### src/rtl/reset_sequencer_if.sv
// reset_sequencer_if: trigger inputs and staged reset outputs of the reset sequencer
interface reset_sequencer_if;
  logic       iButtonPulse;
  logic       iSoftReset;
  logic       iPllLocked;
  logic       oPeriphReset;
  logic       oCpuReset;
  logic       oResetDone;
  logic [1:0] oResetCause;
  modport master (
    output iButtonPulse, iSoftReset, iPllLocked,
    input  oPeriphReset, oCpuReset, oResetDone, oResetCause
  );
  modport slave (
    input  iButtonPulse, iSoftReset, iPllLocked,
    output oPeriphReset, oCpuReset, oResetDone, oResetCause
  );
endinterface

### src/rtl/reset_sequencer.sv
// reset_sequencer: staged peripheral/CPU reset release with sticky reset-cause record
module reset_sequencer #(
  parameter int                     pTimerWidth = 16,
  parameter logic [pTimerWidth-1:0] pHoldCycles = 16'd50_000,
  parameter logic [pTimerWidth-1:0] pStageGap   = 16'd5_000
) (
  input logic              gClock,
  input logic              gReset,
  reset_sequencer_if.slave bus
);
  typedef enum logic [1:0] {HOLD, REL_PERIPH, RUN} state_t;
  localparam logic [pTimerWidth-1:0] ONE     = {{(pTimerWidth-1){1'b0}}, 1'b1};
  localparam logic [pTimerWidth-1:0] HOLD_LD = pHoldCycles - ONE;
  localparam logic [pTimerWidth-1:0] GAP_LD  = pStageGap - ONE;
  state_t                 r_state, w_state;
  logic [pTimerWidth-1:0] r_timer, w_timer;
  logic                   r_periph, w_periph;
  logic                   r_cpu, w_cpu;
  logic                   r_done, w_done;
  logic [1:0]             r_cause, w_cause;
  logic                   w_req, w_pll_loss, w_zero;
  assign w_req      = bus.iButtonPulse | bus.iSoftReset;
  assign w_pll_loss = ~bus.iPllLocked;
  assign w_zero     = (r_timer == '0);
  always_ff @(posedge gClock) begin
    if (gReset) begin
      r_state  <= HOLD;
      r_timer  <= HOLD_LD;
      r_periph <= 1'b1;
      r_cpu    <= 1'b1;
      r_done   <= 1'b0;
      r_cause  <= 2'b00;
    end else begin
      r_state  <= w_state;
      r_timer  <= w_timer;
      r_periph <= w_periph;
      r_cpu    <= w_cpu;
      r_done   <= w_done;
      r_cause  <= w_cause;
    end
  end
  // A trigger always beats timer expiry on the same edge
  always_comb begin
    w_state  = r_state;
    w_timer  = r_timer;
    w_periph = r_periph;
    w_cpu    = r_cpu;
    w_done   = 1'b0;
    w_cause  = r_cause;
    if (r_state == HOLD) begin
      w_periph = 1'b1;
      w_cpu    = 1'b1;
      if (w_pll_loss) begin
        w_timer = HOLD_LD;
      end else if (w_req) begin
        w_timer = HOLD_LD;
        w_cause = bus.iButtonPulse ? 2'b01 : 2'b10;
      end else if (w_zero) begin
        w_state  = REL_PERIPH;
        w_timer  = GAP_LD;
        w_periph = 1'b0;
      end else begin
        w_timer = r_timer - ONE;
      end
    end else if (w_req | w_pll_loss) begin
      w_state  = HOLD;
      w_timer  = HOLD_LD;
      w_periph = 1'b1;
      w_cpu    = 1'b1;
      w_cause  = w_pll_loss ? 2'b11 : bus.iButtonPulse ? 2'b01 : 2'b10;
    end else if (r_state == REL_PERIPH) begin
      if (w_zero) begin
        w_state = RUN;
        w_cpu   = 1'b0;
        w_done  = 1'b1;
      end else begin
        w_timer = r_timer - ONE;
      end
    end
  end
  assign bus.oPeriphReset = r_periph;
  assign bus.oCpuReset    = r_cpu;
  assign bus.oResetDone   = r_done;
  assign bus.oResetCause  = r_cause;
endmodule
### src/flat_wrapper.sv
// flat-port wrapper written by rule: the top's interface ports become plain ports
module reset_sequencer_flat 
#(
  parameter int                     pTimerWidth = 16,
  parameter logic [pTimerWidth-1:0] pHoldCycles = 16'd50_000,
  parameter logic [pTimerWidth-1:0] pStageGap   = 16'd5_000
)
  (gClock, gReset, bus_iButtonPulse, bus_iSoftReset, bus_iPllLocked, bus_oPeriphReset, bus_oCpuReset, bus_oResetDone, bus_oResetCause);
  reset_sequencer_if bus_i ();
  input logic gClock;
  input logic gReset;
  input wire logic [$bits(bus_i.iButtonPulse)-1:0] bus_iButtonPulse;
  input wire logic [$bits(bus_i.iSoftReset)-1:0] bus_iSoftReset;
  input wire logic [$bits(bus_i.iPllLocked)-1:0] bus_iPllLocked;
  output wire logic [$bits(bus_i.oPeriphReset)-1:0] bus_oPeriphReset;
  output wire logic [$bits(bus_i.oCpuReset)-1:0] bus_oCpuReset;
  output wire logic [$bits(bus_i.oResetDone)-1:0] bus_oResetDone;
  output wire logic [$bits(bus_i.oResetCause)-1:0] bus_oResetCause;
  assign bus_i.iButtonPulse = bus_iButtonPulse;
  assign bus_i.iSoftReset = bus_iSoftReset;
  assign bus_i.iPllLocked = bus_iPllLocked;
  assign bus_oPeriphReset = bus_i.oPeriphReset;
  assign bus_oCpuReset = bus_i.oCpuReset;
  assign bus_oResetDone = bus_i.oResetDone;
  assign bus_oResetCause = bus_i.oResetCause;
  reset_sequencer #(.pTimerWidth(pTimerWidth), .pHoldCycles(pHoldCycles), .pStageGap(pStageGap)) u_core (.gClock(gClock), .gReset(gReset), .bus(bus_i));
endmodule
### config.mk
export PLATFORM = sky130hd
export DESIGN_NAME = reset_sequencer_flat
export DESIGN_NICKNAME = d
export VERILOG_FILES = /design/src/rtl/reset_sequencer_if.sv /design/src/rtl/reset_sequencer.sv /design/src/flat_wrapper.sv
export SDC_FILE = /design/constraint.sdc
export NUM_CORES = 1
export LEC_CHECK = 0
export ABC_AREA = 0
export BUFFER_PORTS_ARGS = -buffer_cell sky130_fd_sc_hd__buf_4
export CORE_UTILIZATION = 50
export DETAILED_ROUTE_END_ITERATION = 8
export PLACE_DENSITY = 0.77
export SLEW_MARGIN = 15
export SYNTH_ARGS = -nofsm -noshare
export SYNTH_HDL_FRONTEND = slang
export SYNTH_SLANG_ARGS = --single-unit
### constraint.sdc
create_clock -name gClock -period 3.7 [get_ports gClock]
set_input_delay 0 -clock gClock [delete_from_list [all_inputs] [get_ports gClock]]
set_output_delay 0 -clock gClock [all_outputs]
set_load 0.005 [all_outputs]
Yosys cells after proc, flatten, opt, wreduce, memory -nomap -nowiden
Cells that the tools add are included.
{"block": "classes", "add_sub_neg": 1, "n_eq_ne": 6, "n_mux": 26, "n_bitwise": 4, "n_reduce_logical": 11}
{"cell": "16-bit 2-to-1 mux", "count": 7}
{"cell": "2-bit 2-to-1 mux", "count": 13}
{"cell": "16-bit zero test", "count": 1}
{"cell": "16-bit by 1-bit subtractor with 16-bit output (second input constant)", "count": 1}
{"cell": "1-bit 2-to-1 mux", "count": 6}
{"cell": "5-bit AND reduction", "count": 1}
{"cell": "2-bit by 1-bit != test with 1-bit output (second input constant)", "count": 2}
{"cell": "2-bit != test (second input constant)", "count": 2}
{"cell": "2-bit AND reduction", "count": 2}
{"cell": "2-bit nonzero test", "count": 2}
{"cell": "4-bit OR reduction", "count": 1}
{"cell": "3-bit != test (second input constant)", "count": 1}
{"cell": "3-bit AND reduction", "count": 1}
{"cell": "3-bit nonzero test", "count": 1}
{"cell": "3-bit OR reduction", "count": 1}
{"cell": "2-bit by 1-bit equality test with 1-bit output (second input constant)", "count": 1}
{"cell": "2-bit zero test", "count": 1}
{"cell": "1-bit inverter", "count": 2}
{"cell": "1-bit OR", "count": 2}
{"block": "totals", "ff_bits": 23, "inputBits": 5, "out_inout_bits": 5}

Depth between registers and ports, before layout
Gate-level depths: netlist of the first run.
{"block": "depth", "depth_word": 5, "ltp_mapped": 8, "depth_no_buf": 7}

Least setup slack after synthesis of the first run
OpenSTA, ideal clock, no wires.
{"block": "synth_timing", "kind": "reg-to-reg", "from": "register u_core.r_timer[0]", "to": "register u_core.r_timer[2]", "setup_time_ns": 0.072, "t_arrival_ns": 1.849, "setup_slack_ns": 1.780, "stages_incl_launch_ff": 8, "period_less_slack_ns": 1.920, "path_cell_list": "dfxtp_1 inv_1 ha_1 or4b_1 nor2_1 a31oi_1 o21ai_0 mux2i_1"}
{"block": "synth_via", "elab_chain_len": 5, "elab_cells_between_ends": 11, "classes_between": "add/sub: 1; eq/ne: 1; mux: 7; reduce/logical: 2"}
{"element": "start, declared", "line": "reset_sequencer.sv:16", "text": "logic [pTimerWidth-1:0] r_timer, w_timer;"}
{"element": "start signal, assigned", "line": "reset_sequencer.sv:35", "text": "r_timer <= w_timer;"}
{"element": "16-bit by 1-bit subtractor with 16-bit output or 16-bit zero test (tied branches)", "line": "reset_sequencer.sv:63, reset_sequencer.sv:77, reset_sequencer.sv:24"}
{"element": "16-bit 2-to-1 mux (on tied branches)", "line": "reset_sequencer.sv:72, reset_sequencer.sv:58"}
{"element": "16-bit 2-to-1 mux (on tied branches)", "line": "reset_sequencer.sv:71, reset_sequencer.sv:55"}
{"element": "16-bit 2-to-1 mux (on tied branches)", "line": "reset_sequencer.sv:65, reset_sequencer.sv:53"}
{"element": "16-bit 2-to-1 mux", "line": "reset_sequencer.sv:50", "text": "if (r_state == HOLD) begin"}
Parallel ways exist; a longest one is shown, timed or not. The select of a mux whose other input is x is not followed.
A chain may end at the register's enable or synchronous reset.

Worst setup path after layout of the first run
Same ends and word-level chain as after synthesis.

==> flow_metrics.tcl, run 1 <==
set metrics [dict create \
    status "finished clean" \
    number_of_nets_in_the_final_layout 158 \
    internal_power_w 0.000302 \
    core_region_area_um2 2190 \
    clk_pin_slew_ns 0.14 \
    leakage_nw 0.449 \
    post-route-period-util_pct 62.4 \
    mappedNetlistNets 144 \
    grt_antenna_before_repair 0 \
    areaGrowthSynthToFinish_pct 13.4 \
    final_design_area_no_fill_um2 1310 \
    worst_clock_skew_ns 0.00843 \
    post-dp-hpwl_um 1830 \
    num_rows 17 \
    critical_path.reg2reg.startpoint "u_core.r_timer[0]" \
    grt_max_degree 16 \
    power.combinational.fraction_pct 5.5 \
    non_filler_cells_in_the_finished_layout 179 \
    num_antenna_cells 0 \
    initial_utilization_pct 52.6 \
    hold-path-endpoint "u_core.r_timer[6]" \
    io_buffer_count 9 \
    final_common_cell "dfxtp_1" \
    route.detailed.drc 0 \
    design.portCount 10 \
    criticalPathCategory "reg -> reg" \
    die_area_um2 2500 \
    clk-insertion-delay-late_ns 0.32 \
    pwrdens_nw_per_um2 303 \
    maximum_fanout_along_the_worst_path 6 \
    first_drt_pass_iteration_count 4 \
    design_power_total_w 0.000395 \
    worstHoldPathType "in -> reg" \
    tightest_slew_ns 0.861 \
    finalHoldViolCount 0 \
    cts_buffers 3 \
    cts_repair_resize_count 0 \
    synth_edf_count 0 \
    unrepaired_setup_endpoints_after_global_routing "no" \
    power.share.switching_pct 23.7 \
    start_kind "flip-flop" \
    ir_drop_mv 0.248 \
    finalSetupTns_ns 0 \
    synth_ff_type "dfxtp_1" \
    seq_power_share_pct 63.4 \
    worst_ep_arrival_time_ns 2.57 \
    fmax_ghz 0.433 \
    cts_tree "done" \
    setup.worst_path.end_class "flip-flop" \
    post_synthesis_instance_area_um2 1150 \
    drt_first_iter_violations 41 \
    drive_gt1_share_pct 11.3 \
    maxSlewViolCount 0 \
    track_usage_pct 24.5 \
    detail-route-antenna-nets 0 \
    worst_hold_startpoint "bus_iButtonPulse" \
    synth_seq_cells 23 \
    floorplan.die.width_um 50.0 \
    first_global_vias 1012 \
    cts_hold_repair.buffers 4 \
    cp_data_required_time_ns 3.96 \
    synth_warnings 0 \
    syn-mean-instance-area_um2 8.35 \
    switching_power_w 0.0000936 \
    synthDistinctLibCells 41 \
    fillers 199 \
    root_buffer "clkbuf_4" \
    h_tree_depth_reported_by_cts 1 \
    synth-seq-area-share_pct 40.0 \
    grt_first_pass_wirelength_um 4650 \
    hold_depth 4 \
    cts_setup_buffers 0 \
    post-route-min-period_ns 2.31 \
    worst_r2r_endpoint "u_core.r_timer[2]" \
    area_of_placed_instances_um2 1240 \
    r2r.worst_path.cells 7 \
    numPlacedInstances 171 \
    proportion_of_register_bits_with_asynchronous_set_or_reset_after_synthesis_pct 0 \
    cts.sink_count 23 \
    slew_headroom_pct 42.6 \
    number_of_setup_violations_in_the_final_report 0 \
    clock_power_share_pct 31.1 \
    cts.path.max_buffers 2 \
    final_routed_wirelength_across_all_metal_layers_um 2630 \
    post_drt_via_cell_ratio 6.04 \
    gp_routability_congestion 0.887 \
    num_vias 1082 \
    grt_overflow_total 0 \
    reg2reg_setup_slack_ns 1.39 \
    max_cap_viol_count 0 \
    netlist_instances 138 \
    wl_per_cell_um 14.7 \
    commonest_cells_after_routing_fill_and_taps_aside "dfxtp_1 (23), nor2_1 (15), nand2_1 (11)" \
    die_h_um 50.0 \
]
routing by layer:
layer / vias to the layer above / GRT usage (%) / part of all wire, %
met4: 0 / 12.9 / 1.7
met1: 504 / 31.8 / 47
met2: 32 / 38.0 / 46
met3: 5 / 4.32 / 4.5
li1: 541 / - / -
met5: - / 0 / 0
critical path: stages (launching register included):
cell	delay [ns]
dfxtp_1	0.36
inv_1	0.10
ha_1	0.20
or4b_1	0.49
nor2_1	0.30
a31oi_1	0.28
o21ai_0	0.31
mux2i_1	0.22
state kept, by name, indices dropped and copies added (netlist names):
register,count
u_core.r_timer,16
u_core.r_state,2
u_core.bus.oResetCause,2
u_core.bus.oResetDone,1
u_core.bus.oPeriphReset,1
u_core.bus.oCpuReset,1
power by group through the flow:
stage               clock (W)  combinational [W]  sequential, W
floorplan                   0         0.00000814       0.000256
global placement            0          0.0000170       0.000256
detailed placement          0          0.0000175       0.000256
CTS                  0.000124          0.0000213       0.000251
global route         0.000132          0.0000241       0.000251
finish               0.000123          0.0000217       0.000251
worst max-delay path by stage:
| stage | from | end | slack, ns | cells past startpoint |
|---|---|---|---|---|
| detailed placement | u_core.r_timer[0] | u_core.r_timer[2] | 1.47 | 7 |
| floorplan | u_core.r_timer[0] | u_core.r_timer[2] | 1.78 | 7 |
| finish | u_core.r_timer[0] | u_core.r_timer[2] | 1.39 | 7 |
| CTS | u_core.r_timer[0] | u_core.r_timer[2] | 1.44 | 7 |
| global route | u_core.r_timer[0] | u_core.r_timer[2] | 1.17 | 7 |
| global placement | u_core.r_timer[0] | u_core.r_timer[2] | 1.50 | 7 |
area by class of cell:
cell class,count,area [µm²],share of cell area [%]
clock buffers,3,22.5,1.72
clock inverters,1,5.00,0.383
inverters,4,15.0,1.15
multi-input cells,107,661,50.6
flip-flops and latches,23,460,35.2
well taps,28,35.0,2.68
repair buffers,13,108,8.24
synth_stat cells (2+ instances only):
cell / count / area (µm²)
mux2i_1: 6 / 60.1
dfxtp_1: 23 / 460
xnor2_1: 2 / 17.5
nor4_1: 2 / 12.5
nor2_1: 15 / 56.3
and2_1: 4 / 25.0
xor2_1: 2 / 17.5
nor3_1: 10 / 50.1
o21ai_0: 6 / 30.0
or3_1: 7 / 43.8
nand3_1: 4 / 20.0
a21oi_1: 8 / 40.0
nand2_1: 11 / 41.3
clkbuf_1: 3 / 11.3
a211oi_1: 3 / 22.5
o41ai_1: 2 / 17.5
inv_1: 4 / 15.0
a31oi_1: 3 / 18.8
through the flow:
| stage | setup WS (ns) | utilization [%] | hold WS [ns] |
|---|---|---|---|
| 2_1_floorplan | 1.78 | - | 0.0780 |
| 3_3_place_gp | 1.50 | 56.5 | 0.192 |
| 3_5_place_dp | 1.47 | 56.5 | 0.198 |
| 4_1_cts | 1.44 | 59.6 | 0.247 |
| 5_1_grt | 1.17 | 59.6 | 0.293 |
| 6_report | 1.39 | 59.6 | 0.249 |
logic make-up after synthesis:
kind of cell | after synthesis | synth area share (%)
DFF | 23 | 40.0
AOI/OAI and AO/OA | 32 | 18.6
and+or+nand+nor | 64 | 29.4
adders and majority gates | 1 | 1.09
muxes | 6 | 5.21
xor gates and xnor gates | 4 | 3.04
buffers and inverters | 8 | 2.71
(Power assumes the default switching activity.)
==> run 2: changes to the inputs <==
==> constraint.sdc (replaced) <==
create_clock -name gClock -period 2.2 [get_ports gClock]
set_input_delay 0 -clock gClock [delete_from_list [all_inputs] [get_ports gClock]]
set_output_delay 0 -clock gClock [all_outputs]
set_load 0.005 [all_outputs]
==> run 2 against run 1 <==
Effect of this change:
- core utilization grew 2.5 points
- global-route usage grew 1.4 points
- worst hold slack got worse by 0.086 ns
- first-iteration DRC count increased by 2.4%
- critical endpoint is now u_core.r_timer[9]
==> flow_metrics.tcl, run 2 (synthesized netlist as in run 1, its figures left out) <==
set metrics [dict create \
    status "finished clean" \
    number_of_setup_violations_in_the_final_report 0 \
    die_area_um2 2500 \
    fmax_ghz 0.488 \
    final_design_area_no_fill_um2 1360 \
    postLayoutSetupSlackWorst_ns 0.150 \
    registers.top_by_ff_count "u_core.r_timer" \
    num_vias 1141 \
    finalSetupTns_ns 0 \
    slew_headroom_pct 61.3 \
    post_drt_via_cell_ratio 6.20 \
    cts_setup_buffers 0 \
    post-dp-hpwl_um 2020 \
    maximum_fanout_along_the_worst_path 8 \
    first_drt_pass_iteration_count 4 \
    design_power_total_w 0.000660 \
    number_of_nets_in_the_final_layout 163 \
    grt_first_pass_wirelength_um 4890 \
    cts.path.max_buffers 2 \
    num_antenna_cells 0 \
    worst_clock_skew_ns 0.00710 \
    cp_data_required_time_ns 2.41 \
    areaGrowthSynthToFinish_pct 18.1 \
    track_usage_pct 25.9 \
    initial_utilization_pct 52.6 \
    clk_pin_slew_ns 0.13 \
    final_routed_wirelength_across_all_metal_layers_um 2950 \
    worst_ep_arrival_time_ns 2.26 \
    worst_case_setup_slack_after_placement_ns 0.102 \
    leakage_nw 0.475 \
    h_tree_depth_reported_by_cts 1 \
    critical-path-top-delay-family "simple AND/OR/NAND/NOR gates" \
    ir_drop_mv 0.451 \
    grt_antenna_before_repair 0 \
    route.detailed.drc 0 \
    criticalPathCategory "reg -> reg" \
    commonest_cells_after_routing_fill_and_taps_aside "dfxtp_1 (23), nor2_1 (14), buf_4 (14)" \
    drt_first_iter_violations 42 \
    post-route-min-period_ns 2.05 \
    area_of_placed_instances_um2 1280 \
    largest_reg_flops 16 \
    maxSlewViolCount 0 \
    core_region_area_um2 2190 \
    setup.worst_path.end_class "flip-flop" \
    crit_path_max_incr_delay_ns 0.52 \
    fillers 204 \
    design.portCount 10 \
    floorplan.die.width_um 50.0 \
    crit_chain "inv_1 > ha_1 > or4b_1 > nor2_2 > a31o_2 > a211oi_1 > mux2i_1" \
    first_global_vias 1079 \
    detail-route-antenna-nets 0 \
    root_buffer "clkbuf_4" \
    final_common_cell "dfxtp_1" \
    unrepaired_setup_endpoints_after_global_routing "no" \
    grt_overflow_total 0 \
    slowest_stage "or4b_1" \
    cts_tree "done" \
    cts_buffers 3 \
    num_rows 17 \
    gp_routability_congestion 0.921 \
    finalHoldViolCount 0 \
    io_buffer_count 9 \
    start_kind "flip-flop" \
    path_buf_inv 1 \
    drive_gt1_share_pct 16.7 \
    max_cap_viol_count 0 \
    tightest_slew_ns 0.580 \
    grt_max_degree 15 \
    cts.sink_count 23 \
    pwrdens_nw_per_um2 485 \
    wl_per_cell_um 16.0 \
    clk-insertion-delay-late_ns 0.32 \
    post-route-period-util_pct 93.2 \
    die_h_um 50.0 \
    worstHoldPathType "in -> reg" \
]
[run 2: cell count changes in the layout (fill, tap and decap cells not counted), sizes merged]
| cell | before | now |
|---|---|---|
| buf | 9 | 14 |
[run 2: layer usage]
| metal | wire, µm | track usage, % | up-vias |
|---|---|---|---|
| met5 | 0 | 0 | - |
| met4 | 74 | 13.3 | 0 |
| met2 | 1420 | 43.6 | 41 |
| li1 | - | - | 550 |
| met3 | 105 | 3.09 | 9 |
| met1 | 1350 | 31.8 | 541 |
[run 2: where the power goes]
| group | switching (W) | internal (W) |
|---|---|---|
| clock network | 0.000130 | 0.0000681 |
| registers | 0.00000220 | 0.000420 |
| logic | 0.0000191 | 0.0000206 |
| total | 0.000152 | 0.000508 |
[run 2: metrics by stage]
stage / util (%) / hold slack, ns / std cells
2_1_floorplan: - / 0.0780 / 138
3_3_place_gp: 58.3 / 0.195 / 176
5_1_grt: 62.1 / 0.161 / 184
3_5_place_dp: 58.3 / 0.199 / 176
4_1_cts: 61.3 / 0.157 / 184
6_report: 62.1 / 0.163 / 184
[run 2: cell type report]
type / count / area (µm²) / share of cell area (%)
Clock inverter: 1 / 5.00 / 0.368
Inverter: 4 / 15.0 / 1.10
Clock buffer: 3 / 22.5 / 1.65
Sequential cell: 23 / 460 / 33.8
Timing Repair Buffer: 18 / 145 / 10.7
Tap cell: 28 / 35.0 / 2.57
Multi-Input combinational cell: 107 / 678 / 49.8
[run 2: path summary, 6_finish.rpt]
| path | startpoint | endpoint | slack (ns) | cells after the start |
|---|---|---|---|---|
| worst max register to register | u_core.r_timer[0] | u_core.r_timer[9] | 0.15 | 7 |
| worst min register to register | u_core.bus.oCpuReset | u_core.bus.oCpuReset | 0.50 | 1 |
| worst min-delay path | bus_iSoftReset | u_core.r_timer[5] | 0.16 | 4 |
| worst max-delay path | u_core.r_timer[0] | u_core.r_timer[9] | 0.15 | 7 |
[run 2: worst reg2reg max path: stages, from the launching register on]
cell and delay [ns]:
dfxtp_1 0.34, inv_1 0.10, ha_1 0.22, or4b_1 0.52, nor2_2 0.20, a31o_2 0.29
a211oi_1 0.13, mux2i_1 0.14
[run 2: timing repair]
action	in CTS	in global routing
setup endpoints to repair	0	8
endpoints found under the hold margin	2	0
resized for setup	0	6
hold buffers	4	0
==> run 3: changes to the inputs <==
--- a/config.mk
+++ b/config.mk
@@ -10,6 +10,7 @@
 export CORE_UTILIZATION = 50
 export DETAILED_ROUTE_END_ITERATION = 8
 export PLACE_DENSITY = 0.77
+export REMOVE_ABC_BUFFERS = 1
 export SLEW_MARGIN = 15
 export SYNTH_ARGS = -nofsm -noshare
 export SYNTH_HDL_FRONTEND = slang
==> run 3 against run 2 <==
Effect of this change:
- worst hold slack improved by 0.0038 ns
- combinational power decreased by 2%
- register-to-register slack got worse by 0.03 ns
- cell count decreased by 0.54%
- largest power group unchanged
- critical path type unchanged
==> flow_metrics.tcl, run 3 (synthesized netlist as in run 1, its figures left out) <==
set metrics [dict create \
    final_common_cell "dfxtp_1" \
    power.share.switching_pct 22.8 \
    cts_setup_buffers 0 \
    final_routed_wirelength_across_all_metal_layers_um 2920 \
    post_drt_via_cell_ratio 6.23 \
    leakage_nw 0.469 \
    power.combinational.fraction_pct 5.9 \
    switching_power_w 0.000150 \
    criticalPathCategory "reg -> reg" \
    cp_data_required_time_ns 2.44 \
    slew_headroom_pct 54.3 \
    route.detailed.drc 0 \
    cts.sink_count 23 \
    wl_per_cell_um 15.9 \
    postLayoutSetupSlackWorst_ns 0.125 \
    r2r.worst_path.cells 7 \
    cts_buffers 3 \
    setup.worst_path.end_class "flip-flop" \
    registers.top_by_ff_count "u_core.r_timer" \
    track_usage_pct 25.5 \
    final_design_area_no_fill_um2 1360 \
    fillers 180 \
    area_of_placed_instances_um2 1270 \
    grt_use_met3_pct 2.78 \
    layout.core_utilization_pct 62.0 \
    clk_pin_slew_ns 0.12 \
    num_antenna_cells 0 \
    unrepaired_setup_endpoints_after_global_routing "no" \
    first_global_vias 1046 \
    num_vias 1141 \
    maximum_fanout_along_the_worst_path 8 \
    core_region_area_um2 2190 \
    first_drt_pass_iteration_count 4 \
    gp_routability_congestion 0.967 \
    cts_tree "done" \
    worst_case_setup_slack_after_placement_ns 0.0203 \
    maxSlewViolCount 0 \
    worst_clock_skew_ns 0.00638 \
    largest_reg_flops 16 \
    hold_depth 4 \
    hold-path-endpoint "u_core.r_timer[5]" \
    number_of_nets_in_the_final_layout 162 \
    m1_gr_usage_pct 35.2 \
    post-route-min-period_ns 2.07 \
    globalRoute.busiestLayer "met2" \
    max_cap_viol_count 0 \
    status "finished clean" \
    start_kind "flip-flop" \
    ir_drop_mv 0.383 \
    num_rows 17 \
    finalSetupTns_ns 0 \
    design.portCount 10 \
    met2_usage_pct 40.9 \
    io_buffer_count 9 \
    clk-insertion-delay-late_ns 0.32 \
    grt_first_pass_wirelength_um 4890 \
    grt_antenna_before_repair 0 \
    tightest_slew_ns 0.686 \
    number_of_setup_violations_in_the_final_report 0 \
    reg2reg_setup_slack_ns 0.13 \
    drt_first_iter_violations 71 \
    grt_overflow_total 0 \
    commonest_cells_after_routing_fill_and_taps_aside "dfxtp_1 (23), nor2_1 (14), buf_4 (13)" \
    areaGrowthSynthToFinish_pct 17.9 \
    die_area_um2 2500 \
    critical_path.reg2reg.startpoint "u_core.r_timer[0]" \
    worstHoldPathType "in -> reg" \
    clock_power_share_pct 30.1 \
    post-route-period-util_pct 94.3 \
    fmax_ghz 0.482 \
    drive_gt1_share_pct 16.1 \
    worst_ep_arrival_time_ns 2.31 \
    root_buffer "clkbuf_4" \
    seq_power_share_pct 64.0 \
    h_tree_depth_reported_by_cts 1 \
    die_h_um 50.0 \
    worst_r2r_endpoint "u_core.r_timer[1]" \
    grt_max_degree 15 \
    initial_utilization_pct 52.6 \
    detail-route-antenna-nets 0 \
    finalHoldViolCount 0 \
    post-dp-hpwl_um 2000 \
    worst_hold_startpoint "bus_iSoftReset" \
    cts.path.max_buffers 2 \
    pwrdens_nw_per_um2 485 \
    floorplan.die.width_um 50.0 \
    internal_power_w 0.000509 \
]
-- run 3: cell count changes in the layout (fill, tap and decap cells not counted), sizes merged --
cell  before  now
buf       14   13
-- run 3: repair_timing --
item | in CTS | in global routing
setup endpoints to repair | 1 | 7
resized for setup | 1 | 6
hold endpoints to repair | 2 | 0
hold buffers | 4 | 0
pin swaps | 0 | 0
-- run 3: layer usage --
layer	part of all wire (%)	routed length, µm
met5	0	0
met3	4.4	129
met4	1.9	56
met1	46	1340
met2	48	1400
-- run 3: metrics by stage --
stage | total power [W] | std cells | hold WS [ns]
global placement | 0.000461 | 175 | 0.193
floorplan | 0.000444 | 134 | 0.0780
CTS | 0.000660 | 183 | 0.150
detailed placement | 0.000462 | 175 | 0.200
finish | 0.000659 | 183 | 0.167
global route | 0.000681 | 183 | 0.175
-- run 3: worst max path at each step --
stage | depth (start not counted) | start | to
floorplan | 7 | u_core.r_timer[0] | u_core.r_timer[2]
global placement | 7 | u_core.r_timer[0] | u_core.r_timer[1]
detailed placement | 7 | u_core.r_timer[0] | u_core.r_timer[2]
CTS | 7 | u_core.r_timer[0] | u_core.r_timer[2]
global route | 7 | u_core.r_timer[0] | u_core.r_timer[2]
finish | 7 | u_core.r_timer[0] | u_core.r_timer[1]
-- run 3: power by group through the flow --
stage	clock network, W	registers [W]	logic [W]
after global placement	0	0.000431	0.0000299
after global routing	0.000217	0.000422	0.0000418
final	0.000198	0.000421	0.0000389
after floorplan	0	0.000431	0.0000132
after CTS	0.000200	0.000421	0.0000378
after detailed placement	0	0.000431	0.0000312
-- run 3: critical path: stages, from the launching register on --
cell     delay [ns]
dfxtp_1        0.34
inv_1          0.09
ha_1           0.20
or4b_1         0.54
nor2_4         0.19
and3_2         0.32
nor2_1         0.09
a31oi_1        0.22
-- run 3: area by class of cell --
class	instances	area [µm²]	share of cell area [%]
Inverter	4	15.0	1.10
Clock buffer	3	22.5	1.66
Tap cell	28	35.0	2.58
Sequential cell	23	460	33.9
Timing Repair Buffer	17	138	10.1
Clock inverter	1	5.00	0.368
Multi-Input combinational cell	107	683	50.3
